## src/rtl/morse_key_decoder.sv

```systemverilog
// Morse key decoder: synchronises and debounces the operator key, measures
// press and gap lengths in divided_clk time units, classifies dots and dashes,
// packs them into a character code and flags character and word boundaries.
module morse_key_decoder #(
  parameter int DEB_CYCLES = 16,
  parameter int DASH_UNITS = 3,
  parameter int CHAR_GAP   = 3,
  parameter int WORD_GAP   = 7,
  parameter int MAX_SYMS   = 5
) (
  input  logic                            clk_in,
  input  logic                            rst_n,
  input  logic                            divided_clk,
  input  logic                            key,
  output logic                            sym_valid,
  output logic                            sym_dash,
  output logic                            char_valid,
  output logic [MAX_SYMS-1:0]             char_code,
  output logic [$clog2(MAX_SYMS+1)-1:0]   char_len,
  output logic                            char_err,
  output logic                            word_end,
  output logic                            key_db
);

  localparam int DW = $clog2(DEB_CYCLES + 1);
  localparam int PW = $clog2(DASH_UNITS + 1);
  localparam int GW = $clog2(WORD_GAP + 1);
  localparam int CW = MAX_SYMS;
  localparam int LW = $clog2(MAX_SYMS + 1);

  localparam logic [DW-1:0] DEB_LAST  = DW'(DEB_CYCLES - 1);
  localparam logic [PW-1:0] DASH_MAX  = PW'(DASH_UNITS);
  localparam logic [GW-1:0] CHAR_LAST = GW'(CHAR_GAP - 1);
  localparam logic [GW-1:0] WORD_LAST = GW'(WORD_GAP - 1);
  localparam logic [GW-1:0] WORD_MAX  = GW'(WORD_GAP);
  localparam logic [LW-1:0] LEN_MAX   = LW'(MAX_SYMS);

  typedef enum logic [1:0] {
    ST_IDLE  = 2'd0,
    ST_PRESS = 2'd1,
    ST_GAP   = 2'd2
  } state_e;

  // Front end registers
  logic          div_q;
  logic          key_s1_q;
  logic          key_sync_q;
  logic [DW-1:0] deb_cnt_q;
  logic          key_db_q;
  logic          unit_s;
  logic          press_dash_s;

  // FSM and accumulator
  state_e        state_q, state_d;
  logic [PW-1:0] press_cnt_q, press_cnt_d;
  logic [GW-1:0] gap_cnt_q, gap_cnt_d;
  logic [CW-1:0] code_q, code_d;
  logic [LW-1:0] len_q, len_d;
  logic          err_q, err_d;

  // Registered outputs
  logic          sym_valid_q, sym_valid_d;
  logic          sym_dash_q, sym_dash_d;
  logic          char_valid_q, char_valid_d;
  logic [CW-1:0] char_code_q, char_code_d;
  logic [LW-1:0] char_len_q, char_len_d;
  logic          char_err_q, char_err_d;
  logic          word_end_q, word_end_d;

  // One unit per rising edge of the divider output (same clock domain).
  assign unit_s       = divided_clk & ~div_q;
  assign press_dash_s = (press_cnt_q >= DASH_MAX);

  // Edge history of divided_clk and two-flop synchroniser for the raw key.
  always_ff @(posedge clk_in or negedge rst_n) begin
    if (!rst_n) begin
      div_q      <= 1'b0;
      key_s1_q   <= 1'b0;
      key_sync_q <= 1'b0;
    end else begin
      div_q      <= divided_clk;
      key_s1_q   <= key;
      key_sync_q <= key_s1_q;
    end
  end

  // Debounce: the synchronised key must disagree for DEB_CYCLES cycles in a row.
  always_ff @(posedge clk_in or negedge rst_n) begin
    if (!rst_n) begin
      deb_cnt_q <= {DW{1'b0}};
      key_db_q  <= 1'b0;
    end else if (key_sync_q == key_db_q) begin
      deb_cnt_q <= {DW{1'b0}};
    end else if (deb_cnt_q == DEB_LAST) begin
      key_db_q  <= key_sync_q;
      deb_cnt_q <= {DW{1'b0}};
    end else begin
      deb_cnt_q <= deb_cnt_q + DW'(1);
    end
  end

  // Next-state logic: key level changes take priority over a same-cycle unit tick.
  always_comb begin
    state_d      = state_q;
    press_cnt_d  = press_cnt_q;
    gap_cnt_d    = gap_cnt_q;
    code_d       = code_q;
    len_d        = len_q;
    err_d        = err_q;
    sym_valid_d  = 1'b0;
    sym_dash_d   = sym_dash_q;
    char_valid_d = 1'b0;
    char_code_d  = char_code_q;
    char_len_d   = char_len_q;
    char_err_d   = char_err_q;
    word_end_d   = 1'b0;

    case (state_q)
      ST_IDLE: begin
        if (key_db_q) begin
          state_d     = ST_PRESS;
          press_cnt_d = {PW{1'b0}};
        end else begin
          state_d     = ST_IDLE;
        end
      end

      ST_PRESS: begin
        if (!key_db_q) begin
          state_d     = ST_GAP;
          gap_cnt_d   = {GW{1'b0}};
          sym_valid_d = 1'b1;
          sym_dash_d  = press_dash_s;
          // A full accumulator keeps its first symbols and only records overflow.
          if (len_q == LEN_MAX) begin
            err_d  = 1'b1;
          end else begin
            code_d = {code_q[CW-2:0], press_dash_s};
            len_d  = len_q + LW'(1);
          end
        end else if (unit_s && (press_cnt_q < DASH_MAX)) begin
          press_cnt_d = press_cnt_q + PW'(1);
        end else begin
          press_cnt_d = press_cnt_q;
        end
      end

      ST_GAP: begin
        if (key_db_q) begin
          state_d     = ST_PRESS;
          press_cnt_d = {PW{1'b0}};
        end else if (unit_s) begin
          if (gap_cnt_q < WORD_MAX) begin
            gap_cnt_d = gap_cnt_q + GW'(1);
          end else begin
            gap_cnt_d = gap_cnt_q;
          end
          // Character closes as the gap count reaches CHAR_GAP.
          if ((gap_cnt_q == CHAR_LAST) && (len_q != {LW{1'b0}})) begin
            char_valid_d = 1'b1;
            char_code_d  = code_q;
            char_len_d   = len_q;
            char_err_d   = err_q;
            code_d       = {CW{1'b0}};
            len_d        = {LW{1'b0}};
            err_d        = 1'b0;
          end else begin
            char_valid_d = 1'b0;
          end
          // Word ends as the gap count reaches WORD_GAP; only once the character is flushed.
          if (gap_cnt_q == WORD_LAST) begin
            word_end_d = (len_q == {LW{1'b0}});
            state_d    = ST_IDLE;
          end else begin
            word_end_d = 1'b0;
          end
        end else begin
          gap_cnt_d = gap_cnt_q;
        end
      end

      default: begin
        state_d = ST_IDLE;
      end
    endcase
  end

  // State, counters, accumulator and output registers.
  always_ff @(posedge clk_in or negedge rst_n) begin
    if (!rst_n) begin
      state_q      <= ST_IDLE;
      press_cnt_q  <= {PW{1'b0}};
      gap_cnt_q    <= {GW{1'b0}};
      code_q       <= {CW{1'b0}};
      len_q        <= {LW{1'b0}};
      err_q        <= 1'b0;
      sym_valid_q  <= 1'b0;
      sym_dash_q   <= 1'b0;
      char_valid_q <= 1'b0;
      char_code_q  <= {CW{1'b0}};
      char_len_q   <= {LW{1'b0}};
      char_err_q   <= 1'b0;
      word_end_q   <= 1'b0;
    end else begin
      state_q      <= state_d;
      press_cnt_q  <= press_cnt_d;
      gap_cnt_q    <= gap_cnt_d;
      code_q       <= code_d;
      len_q        <= len_d;
      err_q        <= err_d;
      sym_valid_q  <= sym_valid_d;
      sym_dash_q   <= sym_dash_d;
      char_valid_q <= char_valid_d;
      char_code_q  <= char_code_d;
      char_len_q   <= char_len_d;
      char_err_q   <= char_err_d;
      word_end_q   <= word_end_d;
    end
  end

  assign sym_valid  = sym_valid_q;
  assign sym_dash   = sym_dash_q;
  assign char_valid = char_valid_q;
  assign char_code  = char_code_q;
  assign char_len   = char_len_q;
  assign char_err   = char_err_q;
  assign word_end   = word_end_q;
  assign key_db     = key_db_q;

endmodule

```

## config.mk

```make
export PLATFORM = sky130hd
export DESIGN_NAME = morse_key_decoder
export DESIGN_NICKNAME = d
export VERILOG_FILES = /design/src/rtl/morse_key_decoder.sv
export SDC_FILE = /design/constraint.sdc
export NUM_CORES = 1
export LEC_CHECK = 0
export CAP_MARGIN = 30
export CORE_ASPECT_RATIO = 1.25
export CORE_MARGIN = 5
export CORE_UTILIZATION = 45
export DETAILED_ROUTE_END_ITERATION = 8
export PLACE_DENSITY = 0.69
export SYNTH_ARGS = -nofsm -noshare
export SYNTH_HDL_FRONTEND = slang
export SYNTH_SLANG_ARGS = --single-unit
```

## constraint.sdc

```tcl
create_clock -name clk_in -period 2.6 [get_ports clk_in]
set_clock_uncertainty 0.15 [all_clocks]
set_input_delay 0.26 -clock clk_in [delete_from_list [all_inputs] [get_ports clk_in]]
set_output_delay 0.26 -clock clk_in [all_outputs]
set_load 0.01 [all_outputs]
```

==> results.sh <==
export IMPL_fin_setup_tns_ns=0
export IMPL_htreeDepth=2
export IMPL_ctsHoldBuffers=1
export IMPL_synth_common_cells="dfrtp_1 (38), mux2_2 (12), a22o_1 (8), nor2_1 (8), ha_1 (7)"
export IMPL_grt_usage=0.1343
export IMPL_die_w_um=64.86
export IMPL_final_nets=164
export IMPL_synth_warnings=0
export IMPL_pwr_share_comb=0.118
export IMPL_coreArea_um2=3722
export IMPL_syn2layout_area_growth_pct=19.07
export IMPL_synth_cell_area_um2=1693
export IMPL_worstPathRequired_ns=2.63
export IMPL_crit_arrival_ns=2.01
export IMPL_final_hold_viol_count=0
export IMPL_cts_setup_buffers=0
export IMPL_synth_ff_type="dfrtp_1"
export IMPL_fillers=303
export IMPL_clkSinkCount=38
export IMPL_hold_path_class="reg2reg"
export IMPL_vias_per_cell=5.539
export IMPL_initial_utilization=0.4548
export IMPL_synthMostInstantiatedCell="dfrtp_1"
export IMPL_ys_seq_area_frac=0.5617
export IMPL_cts_resized=0
export IMPL_multi_input_area_um2=696.9
export IMPL_yosys_area_top_type="dfrtp_1"
export IMPL_gp_congestion=0.7955
export IMPL_yosys_area_top_type_share=0.5617
export IMPL_use_met2=0.2282
export IMPL_cts_root_buf="clkbuf_8"
export IMPL_period_share=0.7642
export IMPL_slew_limit_headroom=0.4663
export IMPL_power_density_nw_per_um2=660.8
export IMPL_yosysUniqueCellTypes=33
export IMPL_clkPwrFrac=0.376
export IMPL_syn_area_per_cell_um2=12.92
export IMPL_ioPinCount=18
export IMPL_cts_tree="done"
export IMPL_num_vias=1069
export IMPL_synth_nets=142
export IMPL_fin_ws_ns=0.6130
export IMPL_wirelength_um=2937
export IMPL_synth_area_leaders="dfrtp_1 (56%), mux2_2 (8.0%), ha_1 (5.2%), a22o_1 (4.1%), xor2_1 (2.1%)"
export IMPL_drtIter0Drc=30
export IMPL_preCtsSetupSlack_ns=0.3524
export IMPL_p_int_w=0.0009953
export IMPL_max_freq_mhz=503.3
export IMPL_drt_pass1_iter_count=4
export IMPL_rows=25
export IMPL_cts_buffers=5
export IMPL_grtUsageMet1=0.1476
export IMPL_startpoint_type="flip-flop"
export IMPL_layout_area_seq_um2=950.9
export IMPL_die_height_um=78.58
export IMPL_worst_slew_pin_slew_ns=0.8005
export IMPL_use_met3=0.04721
export IMPL_grt_max_degree=39
export IMPL_power_frac_seq=0.507
export IMPL_io_buffers=17
export IMPL_die_area_um2=5096
export IMPL_worstSetupPathType="reg2reg"
export IMPL_total_leakage_power_nw=0.9458
export IMPL_wl_per_cell_um=15.22
export IMPL_async_flop_share=1.000
export IMPL_p_sw_w=0.0003367
export IMPL_drive_gt1_frac=0.1961
export IMPL_netlist_instances=131
export IMPL_cp_cell_sequence="inv_1, ha_1, and2b_4, nor2_1, nor4b_2, buf_4, mux2_2"
export IMPL_top_usage_layer="met2"
export IMPL_outcome="finished, final reports clean"
export IMPL_setup_violations=0
export IMPL_maxCapViolations=0
export IMPL_rsz0062_at_grt="false"
export IMPL_first_global_vias=1079
export IMPL_slew_violations=0
export IMPL_hpwlAfterDp_um=2130
export IMPL_overflow=0
export IMPL_cp_end_kind="flip-flop"
export IMPL_p_sw_frac=0.2528
export IMPL_ant_nets=0
export IMPL_drc=0
export IMPL_diodes=0
export IMPL_slowest_delay_ns=0.43
export IMPL_ys_ff_latch=38
export IMPL_path_max_fanout=10
export IMPL_crit_slowest_cell="dfrtp_1"
export IMPL_clk_latency_ns=0.29
export IMPL_clock_path_buffers=2
export IMPL_clk_pin_slew_ns=0.07
export IMPL_post_route_min_period_ns=1.987
export IMPL_synth_edf_count=0
export IMPL_grt_pass1_wl_um=5133
export IMPL_antenna_found_initial=0
export IMPL_max_vdd_ir_drop_mv=0.3522
==> final cells by class <==
| class | count | share of cell area |
|---|---|---|
| flip-flops and latches | 38 | 0.4718 |
| multi-input cells | 83 | 0.3457 |
| repair buffers | 19 | 0.09063 |
| clock buffers | 6 | 0.04097 |
| well taps | 40 | 0.02483 |
| clock inverters | 1 | 0.01490 |
| inverters | 6 | 0.01117 |
==> logic make-up (layout without fill, tap and decap cells) <==
| family | after synthesis | count (layout) | synth area share |
|---|---|---|---|
| fa+ha+maj | 7 | 7 | 0.05173 |
| buf+inv | 10 | 32 | 0.02661 |
| mux | 12 | 12 | 0.07982 |
| simple gates | 35 | 35 | 0.1441 |
| flops | 38 | 38 | 0.5617 |
| xor+xnor | 4 | 4 | 0.02069 |
| compound gates | 25 | 25 | 0.1153 |
==> power by group through the flow <==
stage | clock [W] | sequential [W] | combinational (W)
after floorplan | 0 | 0.000673 | 0.000112
after global placement | 0 | 0.000682 | 0.000145
after detailed placement | 0 | 0.000685 | 0.000154
after CTS | 0.000511 | 0.000675 | 0.000157
after global routing | 0.000539 | 0.000683 | 0.000176
final | 0.000500 | 0.000675 | 0.000157
==> critical path, delay by kind of cell, from the launching register on <==
family / cells / cell delay [ns]
flops: 1 / 0.43
mux: 1 / 0.35
fa+ha+maj: 1 / 0.19
buf+inv: 2 / 0.29
simple gates: 3 / 0.45
==> registers in the layout (all words and copies together) (netlist names), 2 cells and up <==
signal and flops:
char_len 3, deb_cnt_q 5, gap_cnt_q 3, char_code 5, state_q 2, press_cnt_q 2, len_q 3, code_q 5
==> final timing paths <==
check | start | endpoint | slack, ns | cells past startpoint
max in group asynchronous | rst_n | press_cnt_q[0] | 1.34 | 2
min reg2reg | key_s1_q | key_sync_q | 0.21 | 0
min | key_s1_q | key_sync_q | 0.21 | 0
max | len_q[0] | char_code[3] | 0.61 | 7
max reg2reg | len_q[0] | char_code[3] | 0.61 | 7
min in group asynchronous | rst_n | div_q | 0.45 | 2
==> cell usage in the layout, fill, tap and decap left out, types with 2 or more instances in the layout <==
cell | synthesis | layout
a21oi_1 | 5 | 5
a22o_1 | 8 | 8
and2_1 | 2 | 2
clkbuf_8 | 0 | 6
clkdlybuf4s50_1 | 0 | 16
dfrtp_1 | 38 | 38
ha_1 | 7 | 7
inv_1 | 6 | 6
mux2_2 | 12 | 12
nand2_1 | 6 | 6
nand3_1 | 4 | 4
nor2_1 | 8 | 8
nor2b_1 | 3 | 3
nor4b_2 | 2 | 2
o21ai_0 | 4 | 4
o31ai_1 | 2 | 2
xor2_1 | 4 | 4
==> layer usage <==
| layer | wire length, µm | vias up |
|---|---|---|
| met5 | 0 | - |
| met4 | 77 | 0 |
| met3 | 128 | 8 |
| met2 | 1510 | 19 |
| met1 | 1220 | 535 |
| li1 | - | 507 |
==> stage by stage <==
step                power [W]  hold WS [ns]  instances  utilization  instance area (µm²)
floorplan           0.0007852       -0.1856        131            -                 1693
global placement    0.0008270        0.1855        185       0.5086                 1893
detailed placement  0.0008385        0.1990        185       0.5086                 1893
CTS                  0.001343        0.2144        193       0.5415                 2016
global route         0.001399        0.2187        193       0.5415                 2016
finish               0.001332        0.2096        193       0.5415                 2016
No activity file was read; power rests on OpenSTA's default activity.
